<file path="config.mk">
export PLATFORM = sky130hd
export DESIGN_NAME = pipe_adder
export DESIGN_NICKNAME = d
export VERILOG_FILES = /design/src/rtl/pipe_adder.sv
export SDC_FILE = /design/constraint.sdc
export NUM_CORES = 1
export LEC_CHECK = 0
export ABC_AREA = 1
export BUFFER_PORTS_ARGS = -buffer_cell sky130_fd_sc_hd__buf_2
export CAP_MARGIN = 20
export CELL_PAD_IN_SITES_DETAIL_PLACEMENT = 0
export CELL_PAD_IN_SITES_GLOBAL_PLACEMENT = 1
export CORE_MARGIN = 2
export CORE_UTILIZATION = 48
export CTS_BUF_LIST = sky130_fd_sc_hd__clkbuf_4 sky130_fd_sc_hd__clkbuf_8
export CTS_CLUSTER_DIAMETER = 150
export CTS_CLUSTER_SIZE = 16
export DETAILED_ROUTE_END_ITERATION = 7
export PLACE_DENSITY_LB_ADDON = 0.1
export SLEW_MARGIN = 20
export SYNTH_ARGS = -nofsm -noshare
export SYNTH_HDL_FRONTEND = slang
export SYNTH_SLANG_ARGS = --single-unit
export TNS_END_PERCENT = 100
</file>
<file path="constraint.sdc">
create_clock -name clk -period 3.81 [get_ports clk]
set_clock_uncertainty 0.1 [all_clocks]
set_input_delay 0.381 -clock clk [delete_from_list [all_inputs] [get_ports clk]]
set_output_delay 0.381 -clock clk [all_outputs]
set_load 0.01 [all_outputs]
</file>
<file path="src/rtl/pipe_adder.sv">
// Chunked carry-pipelined adder/subtractor: one CHUNK-bit slice per stage, operands
// skewed forward, finished sum chunks deskewed so the result leaves as a full word.
module pipe_adder #(
  parameter int WIDTH = 16,
  parameter int CHUNK = 4
) (
  input  logic             clk,
  input  logic             rst_n,
  input  logic [WIDTH-1:0] in1,
  input  logic [WIDTH-1:0] in2,
  input  logic             cin,
  input  logic             sub,
  input  logic             in_valid,
  output logic             in_ready,
  output logic [WIDTH-1:0] sum,
  output logic             cout,
  output logic             ovf,
  output logic             out_valid,
  input  logic             out_ready
);

  localparam int STAGES = WIDTH / CHUNK;

  logic             v_q [STAGES];
  logic             c_q [STAGES];
  logic [WIDTH-1:0] a_q [STAGES];
  logic [WIDTH-1:0] b_q [STAGES];
  logic [WIDTH-1:0] s_q [STAGES];

  logic [CHUNK:0]   part [STAGES];
  logic [WIDTH-1:0] b_eff;
  logic             cin_eff;
  logic             adv;

  // Subtraction is folded into operand B at entry so the mode needs no further tracking.
  assign b_eff   = sub ? ~in2 : in2;
  assign cin_eff = sub | cin;

  assign adv      = ~(v_q[STAGES-1] & ~out_ready);
  assign in_ready = adv;

  always_comb begin
    for (int k = 0; k < STAGES; k++) begin
      part[k] = '0;
    end
    part[0] = {1'b0, in1[CHUNK-1:0]} + {1'b0, b_eff[CHUNK-1:0]} + (CHUNK+1)'(cin_eff);
    for (int k = 1; k < STAGES; k++) begin
      part[k] = {1'b0, a_q[k-1][k*CHUNK +: CHUNK]}
              + {1'b0, b_q[k-1][k*CHUNK +: CHUNK]}
              + (CHUNK+1)'(c_q[k-1]);
    end
  end

  always_ff @(posedge clk) begin
    if (!rst_n) begin
      for (int k = 0; k < STAGES; k++) begin
        v_q[k] <= 1'b0;
        c_q[k] <= 1'b0;
        a_q[k] <= '0;
        b_q[k] <= '0;
        s_q[k] <= '0;
      end
    end else if (adv) begin
      v_q[0] <= in_valid;
      if (in_valid) begin
        a_q[0]              <= in1;
        b_q[0]              <= b_eff;
        c_q[0]              <= part[0][CHUNK];
        s_q[0]              <= '0;
        s_q[0][CHUNK-1:0]   <= part[0][CHUNK-1:0];
      end
      for (int k = 1; k < STAGES; k++) begin
        v_q[k]                    <= v_q[k-1];
        a_q[k]                    <= a_q[k-1];
        b_q[k]                    <= b_q[k-1];
        c_q[k]                    <= part[k][CHUNK];
        s_q[k]                    <= s_q[k-1];
        s_q[k][k*CHUNK +: CHUNK]  <= part[k][CHUNK-1:0];
      end
    end
  end

  assign out_valid = v_q[STAGES-1];
  assign sum       = s_q[STAGES-1];
  assign cout      = c_q[STAGES-1];
  assign ovf       = (a_q[STAGES-1][WIDTH-1] == b_q[STAGES-1][WIDTH-1]) &&
                     (s_q[STAGES-1][WIDTH-1] != a_q[STAGES-1][WIDTH-1]);

endmodule

</file>
# Yosys cells after proc, flatten, opt, wreduce, memory -nomap -nowiden
# Memory sizes are Yosys's and may differ from the RTL's.
# Cells that the tools add are included.
# op_classes
mux	33
addsub	8
n_eq_ne	2
n_bitwise	29
reduce_logical	1
# ops
op	count
$mux 16	13
$or 1x1->1	25
$add 4x4->5	4
$add 5x1->5	4
$mux 1	16
$mux 4	4
$not 16->16	1
$not 1->1	2
$and 1x1->1	1
$eq 1x1->1	1
$logic_and 1x1->1	1
$ne 1x1->1	1
# totals
ff_bits	0
ram_bits	200
n_memories	5
input_bits	38
# mem_list
name	depth	word_bits	rd	rd_ports_with_merged_regs	write_ports	line_no	text
a_q	4	16	4	0	4	26	logic [WIDTH-1:0] a_q [STAGES];
b_q	4	16	4	0	4	27	logic [WIDTH-1:0] b_q [STAGES];
s_q	4	16	4	0	4	28	logic [WIDTH-1:0] s_q [STAGES];
c_q	4	1	4	0	4	25	logic c_q [STAGES];
v_q	4	1	4	0	4	24	logic v_q [STAGES];

# Depth between registers and ports, before layout
# Gate-level depths: netlist of the first run.
# depth
ltp_word	7
ltp_mapped	10
depth_no_buf	8

# Least setup slack after synthesis of the first run
# OpenSTA, ideal clock, no wires.
# synth_path
path_kind	input to register
startpoint	in out_ready
endpoint	mem a_q[1][8], in the netlist a_q[0][24], enable pin
stages	2
setup_time_ns	0.890
arrival_time_ns	1.974
required_ns	2.820
setup_slack_ns	0.846
cell_sequence	inv_1 > nand3_1
# synth_rtl
item	line_no	text
start: declaration	19	input logic out_ready
end: declaration	26	

==> metrics.md, run 1 <==
| Metric | Value |
|---|---|
| Worst slew margin | 0.399 |
| Distinct cells, synth | 20 |
| Starting density of the core | 0.490 |
| Most Crowded Layer GR | met2 |
| CP max FO | 17 |
| Synth Register Bits | 98 |
| Dpl cell area | 4830 sq um |
| Mapped Cells | 389 |
| R2r startpoint | v_q[0][3]$_DFFE_PP_ |
| ANT nets after route | 0 |
| Share of cells above drive strength 1 | 0.199 |
| CTS Root Cell | clkbuf_8 |
| CTS buffer count | 9 |
| Final-report max-slew violation count | 0 |
| I/O pin count | 58 |
| Setup-failing EPs final | 0 |
| Switching part of the total | 0.232 |
| Die area | 10200 sq um |
| GRT Total Usage | 0.130 |
| P_sw | 0.500 mW |
| Leak | 2.29 nW |
| Seq/Total Area, Yosys | 0.646 |
| Comb pwr share | 0.104 |
| CTS clock-pin slew for the worst setup and hold paths | 90 ps |
| PostCTS Resize Cnt | 0 |
| Setup TNS | 0 ps |
| Post-CTS Setup Inserts | 0 |
| Clock power frac | 0.300 |
| Crit end category | flip-flop |
| Hold buffers post-CTS | 0 |
| Num Clock Sinks | 98 |
| Worst setup path category | in2reg |
| Final worst-path cycle share | 0.515 |
| Design area | 5020 sq um |
| H-tree Lvls | 3 |
| DRT iter0 DRCs | 96 |
| Max clock buf depth | 2 |
| Fin nets | 505 |
| Via density per instance | 4.42 |
| Final WL | 5940 um |
| WP data required | 3920 ps |
| Synth warnings | 0 |
| Routed length per instance | 10.5 um |
| Core Area | 9200 sq um |
| # diodes | 0 |
| Peak supply drop | 0.000174 V |
| Storage cell area | 2910 sq um |
| Filler instances | 794 |
| Pint | 1.66 mW |
| Sequential share of power | 0.596 |
| Post-Syn Nets | 447 |
| Syn Area/Cell | 11.6 sq um |
| First-pass GRT wire length | 10200 um |
| RR Endpoint | s_q[2][11]$_SDFFCE_PN0P_ |
| Max Cap Violations | 0 |
| Drt pass-1 iters | 6 |
| Worst Max-Slew Pin Slew | 901 ps |
| Mapped Area | 4510 sq um |
| WP data arrival | 2070 ps |
| Pin count of the biggest net entering global routing | 69 |
| Initial antenna violation count | 0 |
| Die width | 101 um |
| Critical path buffers and inverters | 2 |
| Post-route minimum period | 1960 ps |
| Vias in the first global route | 2360 |
| Startpoint Class | primary input |
| Slowest cell delay on critical path | 400 ps |
| Hold EP | a_q[0][5]$_SDFFCE_PN0P_ |
| DP HPWL | 3910 um |
| Remaining DRCs | 0 |
| HP Class | in2reg |
| GPL Wtd Cong | 0.754 |
| Total gr overflow | 0 |
| Via Count | 2489 |
| Status | complete, no violations |
| Unrepaired setup endpoints after global routing | false |
| Clk_lat worst skew | 350 ps |
| Grt met2 use | 0.224 |
| Beginning of the worst hold path | in1[5] |
| PD cells | 430 nW/um^2 |
| Hold Vio Cnt, Final | 0 |
| CTS tree | built |
| Critical path's slowest cell | fa_1 |
| Crit-path cells | buf_2, xnor2_1, fa_1, inv_1, fa_1, or2_2, a21oi_1 |
| Area grow syn2layout | 11.5% |
| Worst Hold Depth | 3 |
| R2R Setup Slk | 1910 ps |
| Die height | 101 um |
| R2R depth | 5 |
| Final core utilization | 0.546 |
| Max Fclk | 0.510 GHz |
| Area of the multi-input gates | 1140 sq um |
| Critical path's top delay family | adder cells |
| IO Port Bufs | 57 |
| Most Frequent Cell on Critical Path | fa_1 |
| Grt met3 use | 0.0291 |
| Placement Rows | 35 |
| Met1 usage | 0.158 |
[power by group through the flow]
stage                     sequential [mW]  clock [mW]  combinational [mW]
after global placement               1.31           0               0.223
after global routing                 1.30       0.702               0.265
after floorplan                      1.32           0               0.166
after CTS                            1.29       0.664               0.230
after detailed placement             1.31           0               0.228
final                                1.29       0.648               0.225
[synthesized netlist by cell type]
master    instances  area share
nor2_8            1      0.0044
nand2_2           1      0.0014
nor2_1           85       0.071
a21oi_1          15       0.017
ha_1             12       0.033
xor2_1            4      0.0078
inv_4             1      0.0014
xnor2_1          14       0.027
dfxtp_1           3       0.013
nand3_1          13       0.014
nand2_4           1      0.0025
o21ai_0           2      0.0022
nor2_2           10       0.014
nand2_1          18       0.015
edfxtp_1         95        0.63
or2_2             3      0.0042
fa_1              8       0.036
buf_4             1      0.0017
inv_1            92       0.077
buf_6            10       0.025
[registers in the layout, indices dropped and copies added, names as in the netlist]
name,count
a_q,25
b_q,25
c_q,4
s_q,40
v_q,4
[worst reg2reg max path, stage by stage, from the launching register on]
cell and delay, ps:
edfxtp_1 430, nand2_2 110, nand2_4 530, inv_1 300
nand2_1 140, nor2_1 40
[metrics by stage]
stage	worst slack, ps	power, mW	cells	hold slack [ps]
2_1_floorplan	846	1.48	389	360
3_3_place_gp	1510	1.53	547	381
3_5_place_dp	1470	1.54	547	381
4_1_cts	1840	2.18	563	210
5_1_grt	1720	2.26	563	222
6_report	1850	2.16	563	222
[final cells by class]
| type | count | share of cell area |
|---|---|---|
| timing repair buffer | 58 | 0.0583 |
| sequential | 98 | 0.580 |
| tap | 111 | 0.0276 |
| clock buffer | 9 | 0.0247 |
| inverter | 93 | 0.0700 |
| clock inverter | 7 | 0.0137 |
| multi-input combinational | 187 | 0.226 |
[worst max path at each step]
stage / cells past startpoint / end / from
2_1_floorplan: 2 / a_q[0][24]$_SDFFCE_PN0P_ / out_ready
3_3_place_gp: 7 / s_q[0][1]$_SDFFCE_PN0P_ / sub
3_5_place_dp: 7 / s_q[0][2]$_SDFFCE_PN0P_ / sub
4_1_cts: 7 / s_q[0][2]$_SDFFCE_PN0P_ / sub
5_1_grt: 5 / s_q[1][7]$_SDFFCE_PN0P_ / v_q[0][3]$_DFFE_PP_
6_report: 7 / s_q[0][2]$_SDFFCE_PN0P_ / sub
[per-layer routing]
layer,share of wire,vias up
met5,0,-
met2,0.46,55
met3,0.046,9
met1,0.48,1097
met4,0.016,0
li1,-,1328
[cells in the final DEF, fill, tap and decap left out]
cell type   n
clkinv_4    2
nor2_8      1
nand3_4     1
xor2_1      4
a21oi_1    15
o21ai_0     2
nand2_2     1
or2_2       3
inv_4       1
inv_6       1
nand3_1    12
clkinv_2    1
nand2_1    18
inv_1      92
xnor2_1    14
bufinv_16   1
ha_1       12
nor2_1     85
dfxtp_1     3
nor2_2     10
buf_4       1
nand2_4     1
clkinv_1    2
clkbuf_8    9
fa_1        8
buf_2      57
edfxtp_1   95
[cell families (layout without fill, tap and decap cells)]
kind of cell / after synthesis / after routing / share of synthesized area
AO/OA/AOI/OAI: 17 / 17 / 0.0189
XOR/XNOR: 18 / 18 / 0.0350
adder cells (fa/ha/maj): 20 / 20 / 0.0688
buffers and inverters: 104 / 167 / 0.105
flip-flops: 98 / 98 / 0.646
AND/OR/NAND/NOR: 132 / 132 / 0.127
Power figures use the tool's default switching activity.
==> inputs of run 2 (changes only) <==
--- a/config.mk
+++ b/config.mk
@@ -11,7 +11,7 @@
 export CELL_PAD_IN_SITES_DETAIL_PLACEMENT = 0
 export CELL_PAD_IN_SITES_GLOBAL_PLACEMENT = 1
 export CORE_MARGIN = 2
-export CORE_UTILIZATION = 48
+export CORE_UTILIZATION = 43
 export CTS_BUF_LIST = sky130_fd_sc_hd__clkbuf_4 sky130_fd_sc_hd__clkbuf_8
 export CTS_CLUSTER_DIAMETER = 150
 export CTS_CLUSTER_SIZE = 16
==> constraint.sdc (replaced) <==
create_clock -name clk -period 1.6 [get_ports clk]
set_clock_uncertainty 0.1 [all_clocks]
set_input_delay 0.16 -clock clk [delete_from_list [all_inputs] [get_ports clk]]
set_output_delay 0.16 -clock clk [all_outputs]
set_load 0.01 [all_outputs]
==> metrics.md, run 2 (synthesis gave the netlist of run 1 again) <==
| Metric | Value |
|---|---|
| Status | finished with violations |
| Violated checks | setup timing |
| Core Area | 10200 sq um (+11%) |
| Crit end category | flip-flop |
| CTS Root Cell | clkbuf_8 |
| CTS tree | built |
| Worst setup path category | reg2reg |
| Registers with the most flip-flops | s_q: 40 flops, a_q: 25 flops, b_q: 25 flops |
| Hold Vio Cnt, Final | 0 (unchanged) |
| R2R Setup Slk | -180 ps (-2090 ps) |
| Pin count of the biggest net entering global routing | 35 (-49%) |
| Critical path's top delay family | adder cells |
| Drt pass-1 iters | 4 (-2) |
| CTS clock-pin slew for the worst setup and hold paths | 90 ps (about the same) |
| Die width | 106 um (+5.4%) |
| Placement Rows | 37 (+5.7%) |
| Max Fclk | 0.562 GHz |
| # diodes | 0 (unchanged) |
| Num Clock Sinks | 98 (unchanged) |
| I/O pin count | 58 (unchanged) |
| Most common cell after layout, fill and taps aside | edfxtp_1 |
| Die height | 106 um (+5.4%) |
| Area grow syn2layout | 20.8% |
| Most flops, register | s_q |
| H-tree Lvls | 3 (unchanged) |
| Clk_lat worst skew | 360 ps (about the same) |
| Final-report max-slew violation count | 0 (unchanged) |
| Max FFs per register | 40 (unchanged) |
| Slowest cell delay on critical path | 410 ps (about the same) |
| DP HPWL | 4360 um (+12%) |
| Total gr overflow | 0 (unchanged) |
| Via density per instance | 4.18 (-5.4%) |
| Most frequent cells in the layout | edfxtp_1, inv_1, nor2_1 |
| Die area | 11300 sq um (+11%) |
| Max Cap Violations | 0 (unchanged) |
| CTS buffer count | 9 (unchanged) |
| CP max FO | 2 (-15) |
| R2r startpoint | b_q[2][12]$_SDFFCE_PN0P_ |
| Initial antenna violation count | 0 (unchanged) |
| Share of cells above drive strength 1 | 0.288 (+0.0884) |
| Unrepaired setup endpoints after global routing | true |
| GPL Wtd Cong | 0.715 (-5.2%) |
| PnR worst setup slack | -178 ps (-2030 ps) |
| Vias in the first global route | 2530 (+7.2%) |
| IO Port Bufs | 57 (unchanged) |
| WP data arrival | 1790 ps (-280 ps) |
| Crit-path cells | fa_2, fa_2, xnor2_2, nor2_1 |
| Remaining DRCs | 0 (unchanged) |
| Beginning of the worst hold path | in2[11] |
| Starting density of the core | 0.441 (-0.0496) |
| GRT Total Usage | 0.130 (+0.000169) |
| Worst slew margin | 0.769 (+0.370) |
| Dpl cell area | 5050 sq um (+4.6%) |
| WP data required | 1610 ps (-2310 ps) |
| Critical path buffers and inverters | 0 (-2) |
| Routed length per instance | 10.8 um (+2.0%) |
| Leak | 2.44 nW (+6.6%) |
| Setup-failing EPs final | 8 (+8) |
| Final WL | 6620 um (+12%) |
| Peak supply drop | 0.000381 V (+120%) |
| Worst Max-Slew Pin Slew | 346 ps (-555 ps) |
| Worst Setup SP | b_q[2][12]$_SDFFCE_PN0P_ |
| Final core utilization | 0.532 (-0.0142) |
| Startpoint Class | flip-flop |
| Critical path's slowest cell | edfxtp_1 |
| Final worst-path cycle share | 1.11 |
| Fin nets | 533 (+5.5%) |
| HP Class | in2reg |
| PD cells | 972 nW/um^2 (+130%) |
| Max clock buf depth | 2 (unchanged) |
| Filler instances | 912 (+15%) |
| Most Frequent Cell on Critical Path | fa_2 |
| Design area | 5450 sq um (+8.4%) |
| DRT iter0 DRCs | 65 (-32%) |
| Via Count | 2575 (+3.5%) |
| Post-route minimum period | 1780 ps |
| First-pass GRT wire length | 11200 um (+10%) |
| ANT nets after route | 0 (unchanged) |
## run 2: power breakdown
group | internal (mW) | switching, mW
Clock | 0.720 | 0.849
Combinational | 0.301 | 0.354
Sequential | 3.01 | 0.0561
Total | 4.03 | 1.26
## run 2: tightest hold or removal path: cells and delay by family
family | cells | cell delay (ps)
and+or+nand+nor | 1 | 90
xor gates and xnor gates | 1 | 60
buffers and inverters | 1 | 80
## run 2: stage by stage
step	hold WS [ps]	power (mW)	setup TNS [ps]	std cells	setup WS, ps
global route	30.4	5.55	-1430	616	-224
global placement	353	3.73	-1130	585	-201
finish	36.2	5.29	-799	616	-178
detailed placement	361	3.74	-1270	585	-229
floorplan	198	3.56	-630	389	-231
CTS	13.1	5.34	-868	614	-160
## run 2: what timing repair did
action	in CTS	in global routing
endpoints found under the setup margin	8	10
gates resized for setup	6	10
hold endpoints to repair	12	0
pin swaps	6	9
hold buffers	12	0
setup buffers	1	2
## run 2: metal layers
metal  GRT usage  wire, um  up-vias
met1       0.161      3080     1135
li1            -         -     1380
met3      0.0221       215       11
met5           0         0        -
met4      0.0789       155        0
met2       0.214      3170       49
## run 2: worst paths after layout
check	end	depth (start not counted)
setup / recovery	s_q[3][14]$_SDFFCE_PN0P_	4
hold / removal	b_q[0][11]$_SDFFCE_PN0P_	3
setup reg to reg	s_q[3][14]$_SDFFCE_PN0P_	4
hold reg to reg	c_q[2]$_DFF_P_	2
## run 2: layout make-up
cell class / count / area [sq um] / share of cell area
timing repair buffer: 86 / 574 / 0.105
tap: 136 / 170 / 0.0312
inverter: 93 / 352 / 0.0646
clock buffer: 9 / 124 / 0.0227
multi-input combinational: 187 / 1240 / 0.228
clock inverter: 7 / 70.1 / 0.0129
sequential: 98 / 2920 / 0.535
==> inputs of run 3 (changes only) <==
--- a/config.mk
+++ b/config.mk
@@ -16,7 +16,7 @@
 export CTS_CLUSTER_DIAMETER = 150
 export CTS_CLUSTER_SIZE = 16
 export DETAILED_ROUTE_END_ITERATION = 7
-export PLACE_DENSITY_LB_ADDON = 0.1
+export PLACE_DENSITY = 0.89
 export SLEW_MARGIN = 20
 export SYNTH_ARGS = -nofsm -noshare
 export SYNTH_HDL_FRONTEND = slang
==> metrics.md, run 3 (synthesis gave the netlist of run 1 again) <==
| Metric | Value |
|---|---|
| Area of the multi-input gates | 1210 sq um (-2.1%) |
| Placed instance count | 585 (unchanged) |
| Worst slew margin | 0.825 (+0.0555) |
| Final-report max-slew violation count | 0 (unchanged) |
| Most flops, register | s_q |
| Peak supply drop | 0.000442 V (+16%) |
| CP max FO | 2 (unchanged) |
| Die height | 106 um (unchanged) |
| Max clock buf depth | 2 (unchanged) |
| Vias in the first global route | 2404 (-5.0%) |
| Core Area | 10200 sq um (unchanged) |
| Setup-failing EPs final | 9 (+1) |
| Most frequent cells in the layout | edfxtp_1, inv_1, nor2_1 |
| Starting density of the core | 0.441 (unchanged) |
| Most common cell after layout, fill and taps aside | edfxtp_1 |
| Num Clock Sinks | 98 (unchanged) |
| Crit end category | flip-flop |
| Non-filler cells, final | 615 (-0.16%) |
| Worst setup path end | s_q[2][10]$_SDFFCE_PN0P_ |
| First-pass GRT wire length | 10500 um (-6.6%) |
| Placement Rows | 37 (unchanged) |
| WP data arrival | 1850 ps (+60 ps) |
| Storage cell area | 2920 sq um (unchanged) |
| PnR worst setup slack | -126 ps (+51.8 ps) |
| Via density per instance | 4.13 (-1.2%) |
| GRT Total Usage | 0.119 (-0.0114) |
| Pin count of the biggest net entering global routing | 31 (-11%) |
| H-tree Lvls | 3 (unchanged) |
| Share of cells above drive strength 1 | 0.280 (-0.00775) |
| Beginning of the worst hold path | in1[13] |
| PD cells | 983 nW/um^2 (+1.1%) |
| HP Class | in2reg |
| DRT iter0 DRCs | 96 (+48%) |
| CTS tree | built |
| Status | finished with violations |
| Max Fclk | 0.579 GHz (+3.0%) |
| Worst Setup SP | c_q[1]$_DFF_P_ |
| WP data required | 1720 ps (+110 ps) |
| Routed length per instance | 10.2 um (-5.2%) |
| Max FFs per register | 40 (unchanged) |
| Design area | 5430 sq um (-0.37%) |
| CTS Root Cell | clkbuf_8 |
| R2R Setup Slk | -130 ps (+50 ps) |
| Area grow syn2layout | 20.3% |
| Hold Vio Cnt, Final | 0 (unchanged) |
| Post-route minimum period | 1730 ps (-51.8 ps) |
| Startpoint Class | flip-flop |
| Worst Max-Slew Pin Slew | 262 ps (-84.2 ps) |
| I/O pin count | 58 (unchanged) |
| Remaining DRCs | 0 (unchanged) |
| Initial antenna violation count | 0 (unchanged) |
| Max Cap Violations | 0 (unchanged) |
| Final worst-path cycle share | 1.08 (-0.0324) |
| DP HPWL | 4490 um (+2.9%) |
| Total Power | 5.33 mW (+0.73%) |
| Drt pass-1 iters | 4 (unchanged) |
| GPL Wtd Cong | 0.754 (+5.5%) |
| Registers with the most flip-flops | s_q: 40 flops, a_q: 25 flops, b_q: 25 flops |
| Via Count | 2540 (-1.4%) |
| Violated checks | setup timing |
| Die area | 11300 sq um (unchanged) |
| R2r startpoint | c_q[1]$_DFF_P_ |
| Filler instances | 865 (-5.2%) |
| RR Endpoint | s_q[2][10]$_SDFFCE_PN0P_ |
| Die width | 106 um (unchanged) |
| R2R depth | 5 (+1) |
| Worst setup path category | reg2reg |
| Total gr overflow | 0 (unchanged) |
| CTS buffer count | 9 (unchanged) |
| # diodes | 0 (unchanged) |
| CTS clock-pin slew for the worst setup and hold paths | 100 ps (about the same) |
| Clk_lat worst skew | 350 ps (about the same) |
| Final WL | 6270 um (-5.3%) |
| IO Port Bufs | 57 (unchanged) |
| Fin nets | 532 (-0.19%) |
| ANT nets after route | 0 (unchanged) |
| Leak | 2.43 nW (-0.11%) |
| Unrepaired setup endpoints after global routing | true |
| Dpl cell area | 5050 sq um (unchanged) |
-- run 3: cell types whose count changed in the layout (fill, tap and decap cells not counted), sizes merged --
cell,before,now
clkinv,5,1
dlygate4sd3,12,11
inv,93,97
-- run 3: power by group --
part	internal (mW)	switching (mW)
clock	0.753	0.869
sequential	3.01	0.0545
combinational	0.290	0.352
-- run 3: worst min-delay path by stage --
stage	endpoint	slack (ps)	cells after the start
2_1_floorplan	c_q[2]$_DFF_P_	200	2
4_1_cts	a_q[0][13]$_SDFFCE_PN0P_	10	3
5_1_grt	a_q[0][13]$_SDFFCE_PN0P_	30	3
3_3_place_gp	a_q[0][13]$_SDFFCE_PN0P_	360	3
3_5_place_dp	a_q[0][14]$_SDFFCE_PN0P_	360	3
6_report	a_q[0][13]$_SDFFCE_PN0P_	20	3
-- run 3: layout make-up --
cell class / count / share of cell area
flip-flops and latches: 98 / 0.537
multi-input cells: 187 / 0.224
repair buffers: 85 / 0.104
inverters: 93 / 0.0653
well taps: 136 / 0.0314
clock buffers: 9 / 0.0228
clock inverters: 7 / 0.0155
-- run 3: worst max-delay path: stages, from the launching register on --
cell and delay (ps):
dfxtp_2 340, inv_2 40, fa_2 400, fa_2 370
or2_4 240, a21oi_2 110
-- run 3: through the flow --
step | util | setup TNS (ps) | hold WS [ps] | setup WS (ps)
after floorplan | - | -630 | 198 | -231
after global placement | 0.494 | -909 | 359 | -196
after detailed placement | 0.494 | -1240 | 362 | -218
after CTS | 0.528 | -793 | 12.7 | -158
after global routing | 0.530 | -1140 | 33.6 | -178
final | 0.530 | -674 | 24.3 | -126
-- run 3: timing repair --
item / CTS / global route
resized for setup: 10 / 3
cloned: 0 / 0
pin swaps: 10 / 6
hold buffers: 11 / 0
endpoints found under the hold margin: 11 / 0
endpoints found under the setup margin: 9 / 15
buffers inserted: 1 / 2
-- run 3: layer usage --
metal,wire length [um],GRT usage
met1,2830,0.146
met3,261,0.0233
met2,3060,0.202
met4,118,0.0564
met5,0,0
